### src/rtl/ds_issue_ctrl.sv
// Decode-stage issue controller: DS pipeline register, per-source operand bypass
// network and per-register scoreboard for out-of-band long-latency writebacks.
module ds_issue_ctrl #(
   parameter int XLEN = 32,
   parameter int AW   = 5,
   parameter int NSRC = 2,
   parameter int NFWD = 3,
   parameter int PW   = 64,
   parameter int CW   = 2
) (
   input  logic                 clk,
   input  logic                 resetn,
   input  logic                 in_valid,
   output logic                 in_allowin,
   input  logic [PW-1:0]        in_payload,
   input  logic [NSRC*AW-1:0]   in_src,
   input  logic [NSRC-1:0]      in_need,
   input  logic                 in_rf_we,
   input  logic [AW-1:0]        in_dest,
   input  logic                 in_long,
   input  logic                 flush,
   output logic [NSRC*AW-1:0]   rf_raddr,
   input  logic [NSRC*XLEN-1:0] rf_rdata,
   input  logic [NFWD-1:0]      fwd_we,
   input  logic [NFWD*AW-1:0]   fwd_waddr,
   input  logic [NFWD*XLEN-1:0] fwd_wdata,
   input  logic [NFWD-1:0]      fwd_rdy,
   input  logic                 lg_done,
   input  logic [AW-1:0]        lg_waddr,
   output logic                 out_valid,
   input  logic                 out_allowin,
   output logic [PW-1:0]        out_payload,
   output logic [NSRC*XLEN-1:0] out_opnd,
   output logic                 out_rf_we,
   output logic [AW-1:0]        out_dest,
   output logic                 out_long,
   output logic                 stall,
   output logic                 sb_err
);

   localparam int NREG = 1 << AW;
   localparam logic [CW-1:0] CNT_MAX = '1;

   logic                ds_valid_reg;
   logic [PW-1:0]       payload_reg;
   logic [NSRC*AW-1:0]  src_reg;
   logic [NSRC-1:0]     need_reg;
   logic                rf_we_reg;
   logic [AW-1:0]       dest_reg;
   logic                long_reg;
   logic                sb_err_reg;

   logic [CW-1:0]       cnt_all [NREG];
   logic [NSRC-1:0]     src_stall;
   logic                waw_stall;
   logic                sat_stall;
   logic                ready_go;
   logic                load;
   logic                sb_inc;
   logic                sb_dec;
   logic                dec_underflow;

   // ------------------------------------------------------------------
   // DS pipeline register
   // ------------------------------------------------------------------
   assign load = in_valid & in_allowin & ~flush;

   always_ff @(posedge clk or negedge resetn) begin
      if (!resetn) begin
         ds_valid_reg <= 1'b0;
         payload_reg  <= '0;
         src_reg      <= '0;
         need_reg     <= '0;
         rf_we_reg    <= 1'b0;
         dest_reg     <= '0;
         long_reg     <= 1'b0;
      end else begin
         if (flush)
            ds_valid_reg <= 1'b0;
         else if (in_allowin)
            ds_valid_reg <= in_valid;
         if (load) begin
            payload_reg <= in_payload;
            src_reg     <= in_src;
            need_reg    <= in_need;
            rf_we_reg   <= in_rf_we;
            dest_reg    <= in_dest;
            long_reg    <= in_long;
         end
      end
   end

   assign rf_raddr    = src_reg;
   assign out_payload = payload_reg;
   assign out_rf_we   = rf_we_reg;
   assign out_dest    = dest_reg;
   assign out_long    = long_reg;

   // ------------------------------------------------------------------
   // Bypass network: youngest matching stage wins, r0 always reads zero
   // ------------------------------------------------------------------
   genvar gi;
   generate
      for (gi = 0; gi < NSRC; gi++) begin : g_src
         logic [AW-1:0]   src;
         logic [XLEN-1:0] opnd;
         logic            hit_rdy;

         assign src = src_reg[gi*AW +: AW];

         always_comb begin
            opnd    = rf_rdata[gi*XLEN +: XLEN];
            hit_rdy = 1'b1;
            // Walk oldest to youngest so the youngest match is left standing.
            for (int j = NFWD - 1; j >= 0; j--) begin
               if (fwd_we[j] && (fwd_waddr[j*AW +: AW] == src)) begin
                  opnd    = fwd_wdata[j*XLEN +: XLEN];
                  hit_rdy = fwd_rdy[j];
               end
            end
            if (src == '0) begin
               opnd    = '0;
               hit_rdy = 1'b1;
            end
         end

         assign src_stall[gi] = need_reg[gi] & (~hit_rdy | (cnt_all[src] != '0));
         assign out_opnd[gi*XLEN +: XLEN] = opnd;
      end
   endgenerate

   // ------------------------------------------------------------------
   // Issue control
   // ------------------------------------------------------------------
   assign waw_stall = rf_we_reg & (dest_reg != '0) & (cnt_all[dest_reg] != '0) & ~long_reg;
   assign sat_stall = long_reg & rf_we_reg & (cnt_all[dest_reg] == CNT_MAX);
   assign ready_go  = ~(|src_stall | waw_stall | sat_stall);

   assign out_valid  = ds_valid_reg & ready_go;
   assign in_allowin = ~ds_valid_reg | (ready_go & out_allowin);
   assign stall      = ds_valid_reg & ~ready_go;

   // ------------------------------------------------------------------
   // Scoreboard: one saturating-by-construction counter per register
   // ------------------------------------------------------------------
   assign sb_inc = out_valid & out_allowin & out_long & out_rf_we & (out_dest != '0);
   assign sb_dec = lg_done & (lg_waddr != '0);

   assign cnt_all[0] = '0;

   generate
      for (gi = 1; gi < NREG; gi++) begin : g_reg
         logic [CW-1:0] cnt_reg;
         logic          inc_hit;
         logic          dec_hit;

         assign inc_hit = sb_inc & (out_dest == AW'(gi));
         assign dec_hit = sb_dec & (lg_waddr == AW'(gi));

         always_ff @(posedge clk or negedge resetn) begin
            if (!resetn)
               cnt_reg <= '0;
            else if (inc_hit && !dec_hit)
               cnt_reg <= cnt_reg + CW'(1);
            else if (dec_hit && !inc_hit && (cnt_reg != '0))
               cnt_reg <= cnt_reg - CW'(1);
         end

         assign cnt_all[gi] = cnt_reg;
      end
   endgenerate

   // A same-cycle issue to the released register absorbs the writeback,
   // so that case is not an underflow.
   assign dec_underflow = sb_dec & (cnt_all[lg_waddr] == '0)
                        & ~(sb_inc & (out_dest == lg_waddr));

   always_ff @(posedge clk or negedge resetn) begin
      if (!resetn)
         sb_err_reg <= 1'b0;
      else if (dec_underflow)
         sb_err_reg <= 1'b1;
   end

   assign sb_err = sb_err_reg;

endmodule
### config.mk
export PLATFORM = sky130hd
export DESIGN_NAME = ds_issue_ctrl
export DESIGN_NICKNAME = d
export VERILOG_FILES = /design/src/rtl/ds_issue_ctrl.sv
export SDC_FILE = /design/constraint.sdc
export NUM_CORES = 1
export LEC_CHECK = 0
export ABC_AREA = 1
export ABC_CLOCK_PERIOD_IN_PS = 3800
export CAP_MARGIN = 20
export CELL_PAD_IN_SITES_DETAIL_PLACEMENT = 0
export CELL_PAD_IN_SITES_GLOBAL_PLACEMENT = 1
export CORE_ASPECT_RATIO = 1.2
export CORE_UTILIZATION = 33
export CTS_CLUSTER_DIAMETER = 200
export DETAILED_ROUTE_END_ITERATION = 7
export GPL_TIMING_DRIVEN = 0
export MAX_ROUTING_LAYER = met4
export PLACE_DENSITY_LB_ADDON = 0.3
export SKIP_LAST_GASP = 1
export SYNTH_ARGS = -nofsm -noshare
export SYNTH_HDL_FRONTEND = slang
export SYNTH_SLANG_ARGS = --single-unit
### constraint.sdc
create_clock -name clk -period 3.8 [get_ports clk]
set_clock_uncertainty 0.05 [all_clocks]
set_input_delay 0.76 -clock clk [delete_from_list [all_inputs] [get_ports clk]]
set_output_delay 0.76 -clock clk [all_outputs]
set_load 0.05 [all_outputs]
==> flow_summary.toml, run 1 <==
[logic_synthesis]
yosys.area.top_type_share_pct = 31.0
synthCells = 2037
mappedNetlistArea_sq_um = 11900
synth_top_area_cell = "dfrtp_1"
synth_cell_types = 37
ys_warn_count = 0
ys_top_cells_by_area = "dfrtp_1, nand2_1, inv_1, nor2_1, nand3_1"
yosysSeqAreaShare_pct = 31.0
syn_nets = 2312
syn_area_per_cell_sq_um = 5.83
ys_ff_latch = 147

[clock_tree]
htree_levels = 4
path_clk_slew_ns = 0.07
cts_root_buf = "clkbuf_16"
clock-sinks = 147
clock_latency_ns = 0.45
clockBufferDepth = 2
numCtsBuffers = 17
cts_tree = "built"

[layout]
layout_commonest_cell = "nand2_1"
nNetsFinal = 2765
area_growth_pct = 46.5
nFillCells = 3802
largest_reg_flops = 64
final_cell_mix = "nand2_1, clkdlybuf4s50_1, inv_1"
final_util_pct = 49.4
final_layout_size_suffix_gt1_share_pct = 9.63

[power_and_ir_drop]
power_density_nw_per_um2 = 780
leakagePower_nw = 8.66
ir_drop_v = 0.000522
total_power_mw = 13.6

[hold_path]
hold_class = "in -> async"

[setup_path]
r2r-end = "g_reg[4].cnt_reg[1]"
cp.required_ns = 2.99
cp-start-kind = "flop"
ff2ff_setup_slack_ns = 0.55
critPathArrivalTime_ns = 2.95
worst-setup-path-type = "reg -> out"
rr_startpoint = "out_dest[0]"
cp-end-kind = "primary output"
critPathMaxFanout = 10
worst-r2r-cell-count = 16

[timing]
tightest_slew_ns = 0.879
post-route-period-util_pct = 99.0
hold_ws_ns = 0.243
slew-limit-headroom_pct = 41.4
fin_tns_setup_ns = 0
fin_ws_ns = 0.0388
fin_crit_ns = 3.76
finalSetupViolCount = 0
fmax_ghz = 0.266
slew_viol_final = 0
rsz0062_at_grt = "true"
final_hold_viol_count = 0

[die]
dieWidth_um = 175
die_area_sq_um = 36700
num_io_pins = 424
rows = 75
fp.dieH_um = 210
core-area_sq_um = 35200
initial_utilization_pct = 33.7

[routing]
wl_met3_mm = 4.45
ant_nets = 0
drtIter0Drc = 1419
wl_met1_mm = 23.3
vias = 15300
wl_mm = 60.3
wl_per_cell_um = 20.3
drcViolationCount = 0
wl_met2_mm = 29.6
routed_via_density = 5.16
topRoutingLayerUsed = "met4"
first_pass_iters = 5

[global_route]
grtUsageTotal_pct = 33.2
overflow = 0
grt_max_degree = 95
antenna_found_initial = 3
grt_pass1_wl_mm = 88.9
grt_pass1_vias = 14700

[place]
gp_congestion = 1.01
portBuffers = 423
place_hpwl_mm = 47.7
dp_slack_ns = -1.01

[status]
status = "completed"

[run]
cap_violations = 0
per-layer routing:
layer  up-vias  global-route usage (%)
met3       143                    5.82
met2       683                    56.1
met5         -                       -
li1       7360                       -
met1      7123                    37.8
met4         0                    16.4
what timing repair did:
item,4_1_cts,5_1_grt
hold buffers,0,0
setup buffers,4,6
pin swaps,1,4
endpoints found under the hold margin,0,0
resized for setup,316,172
endpoints found under the setup margin,67,67
cell type report:
cell class | count | area (sq um) | share of cell area (%)
multi-input combinational | 1447 | 6580 | 37.8
timing repair buffer | 434 | 4060 | 23.3
sequential | 147 | 3680 | 21.1
inverter | 348 | 1310 | 7.53
buffer | 95 | 578 | 3.32
tap | 462 | 578 | 3.32
clock buffer | 17 | 425 | 2.44
clock inverter | 15 | 184 | 1.06
antenna | 3 | 7.51 | 0.0431
critical path: stages (launching register included):
cell and delay, ns:
dfrtp_1 0.34, buf_4 0.24, nor2_1 0.10, buf_2 0.22, nand2_1 0.08, o21ai_0 0.07
o21ai_0 0.27, nand4_1 0.13, nand2_1 0.17, nand2_1 0.07, nand2_1 0.10, nand3_4 0.11
nor2_4 0.23, buf_12 0.19, buf_6 0.17
synthesized netlist by cell type, drive strengths merged:
cell type	count
nand3b	11
clkbuf	51
o2111ai	1
a21oi	98
or2	5
o221ai	1
o21bai	1
nor4	1
a31oi	64
xnor2	4
nor3	27
clkinv	1
nand3	128
nand2	592
a211oi	1
o21ai	209
a21boi	2
inv	347
dfrtp	147
xor2	3
o211ai	2
nor2	253
nand4	32
o22ai	9
buf	44
a221oi	3
power by group:
part           internal [mW]  switching, mW
registers               2.14          0.509
logic                   2.65           6.47
clock network           1.00          0.798
total                   5.80           7.78
logic make-up (layout without fill, tap and decap cells):
| group | after synthesis | after routing | synth area share, % |
|---|---|---|---|
| AOI/OAI and AO/OA | 391 | 391 | 17.5 |
| other | 0 | 3 | 0 |
| and+or+nand+nor | 1049 | 1049 | 36.5 |
| buffers and inverters | 443 | 909 | 14.5 |
| DFF | 147 | 147 | 31.0 |
| xor gates and xnor gates | 7 | 7 | 0.516 |
worst max-delay path by stage:
stage / startpoint / to / slack [ns]
2_1_floorplan: rf_raddr[7] / out_opnd[32] / 0.67
3_3_place_gp: resetn / out_payload[10] / -4.51
3_5_place_dp: fwd_waddr[6] / out_opnd[5] / -1.01
4_1_cts: out_dest[1] / out_valid / -0.12
5_1_grt: fwd_waddr[0] / out_valid / -0.09
6_report: out_dest[0] / out_valid / 0.04
metrics by stage:
step / instances / instance area (sq um)
after CTS: 2959 / 17500
after global routing: 2968 / 17400
after floorplan: 2037 / 11900
after detailed placement: 2923 / 16700
final: 2968 / 17400
after global placement: 2922 / 16700
Power figures use the tool's default switching activity.
==> run 2, diff against run 1 <==
--- a/config.mk
+++ b/config.mk
@@ -17,6 +17,7 @@
 export GPL_TIMING_DRIVEN = 0
 export MAX_ROUTING_LAYER = met4
 export PLACE_DENSITY_LB_ADDON = 0.3
+export SKIP_CTS_REPAIR_TIMING = 1
 export SKIP_LAST_GASP = 1
 export SYNTH_ARGS = -nofsm -noshare
 export SYNTH_HDL_FRONTEND = slang
==> run 2 against run 1 <==
  * Die area stayed put
  * Non-clock buffer count is 2 lower
  * First-iteration DRC count is 0.42% higher
  * Worst setup slack worse by 0.031 ns
  * Register-to-register slack worse by 0.03 ns
  * Hold slack worse by 0.0076 ns
  * Critical endpoint unchanged
  * Total power hardly changed
  * Cell count hardly changed
  * Sequential power hardly changed
  * Global-route usage is 0.084 points lower
  * Wire length hardly changed
  * Sequential share of layout area is 0.064 points higher
==> flow_summary.toml, run 2 (synthesis results as in run 1) <==
[layout]
largest_reg_flops = 64
final_cell_mix = "nand2_1, clkdlybuf4s50_1, inv_1"
layout_commonest_cell = "nand2_1"
area_growth_pct = 46.1
final_util_pct = 49.3
final_layout_size_suffix_gt1_share_pct = 9.36
nNetsFinal = 2763

[timing]
final_hold_viol_count = 0
fin_crit_ns = 3.79
fin_tns_setup_ns = 0
tightest_slew_ns = 0.894
finalSetupViolCount = 0
fmax_ghz = 0.264
fin_ws_ns = 0.00764
slew-limit-headroom_pct = 40.4
rsz0062_at_grt = "true"
post-route-period-util_pct = 99.8
slew_viol_final = 0

[run]
cap_violations = 0

[place]
dp_slack_ns = -1.01
place_hpwl_mm = 47.7
gp_congestion = 1.01
portBuffers = 423

[clock_tree]
clock_latency_ns = 0.45
cts_tree = "built"
clock-sinks = 147
clockBufferDepth = 2
cts_root_buf = "clkbuf_16"
numCtsBuffers = 17
htree_levels = 4
path_clk_slew_ns = 0.07

[setup_path]
cp-end-kind = "primary output"
cp.required_ns = 2.99
worst-setup-path-type = "reg -> out"
critPathMaxFanout = 10
critPathArrivalTime_ns = 2.98
cp-start-kind = "flop"

[routing]
ant_nets = 0
first_pass_iters = 5
drcViolationCount = 0
wl_per_cell_um = 20.3
wl_mm = 60.3
vias = 15400
drtIter0Drc = 1425
routed_via_density = 5.18

[status]
status = "completed"

[power_and_ir_drop]
leakagePower_nw = 8.63
ir_drop_v = 0.000522
power_density_nw_per_um2 = 782

[die]
num_io_pins = 424
initial_utilization_pct = 33.7
fp.dieH_um = 210
rows = 75
die_area_sq_um = 36700
core-area_sq_um = 35200
dieWidth_um = 175

[global_route]
grt_pass1_vias = 14600
grt_max_degree = 95
overflow = 0
antenna_found_initial = 3
grtUsageTotal_pct = 33.2
grt_pass1_wl_mm = 88.6

[hold_path]
hold_class = "in -> async"
## run 2: critical path, cell delays in order, from the launching register on
cell and delay [ns]:
dfrtp_1 0.43, clkinvlp_4 0.23, nand2_4 0.13, buf_8 0.16
o21ai_0 0.09, o21ai_0 0.31, nand4_1 0.12, nand2_1 0.17
nand2_1 0.07, nand2_1 0.10, nand3_4 0.12, nor2_4 0.24
buf_12 0.19, buf_6 0.16
## run 2: final cells by class
type | count | area [sq um]
Clock buffer | 17 | 425
Tap cell | 462 | 578
Buffer | 95 | 559
Inverter | 348 | 1310
Fill cell | 3788 | 17800
Antenna cell | 3 | 7.51
Multi-Input combinational cell | 1447 | 6580
Sequential cell | 147 | 3680
Timing Repair Buffer | 432 | 4030
Clock inverter | 15 | 184
## run 2: path summary, 6_finish.rpt
check	to	slack [ns]	startpoint	cells past startpoint
worst max-delay path	out_valid	0.008	out_dest[1]	13
worst min-delay path	g_reg[2].cnt_reg[1]	0.24	resetn	1
worst max register to register	g_reg[22].cnt_reg[1]	0.52	out_dest[1]	15
worst min register to register	sb_err	0.44	sb_err	2
max in group asynchronous	rf_raddr[8]	2.56	resetn	2
min in group clk	sb_err	0.44	sb_err	2
## run 2: per-stage QoR
stage / power [mW] / instance area (sq um) / instances / hold slack, ns
after floorplan: 8.20 / 11900 / 2037 / 0.407
after global placement: 11.7 / 16700 / 2922 / 0.406
after CTS: 13.5 / 17300 / 2955 / 0.234
final: 13.6 / 17300 / 2966 / 0.236
after global routing: 14.3 / 17300 / 2966 / 0.263
after detailed placement: 11.7 / 16700 / 2923 / 0.426
## run 2: where the power goes
group          total (mW)  internal (mW)  switching, mW
sequential           2.65           2.14          0.509
clock                1.80           1.00          0.799
combinational        9.11           2.63           6.48
## run 2: routing by layer
| metal | vias up | routed length (um) | GRT usage, % |
|---|---|---|---|
| li1 | 7365 | - | - |
| met1 | 7125 | 23200 | 37.6 |
| met2 | 717 | 29700 | 56.4 |
| met3 | 145 | 4580 | 5.92 |
| met4 | 0 | 2770 | 15.7 |
| met5 | - | 0 | - |
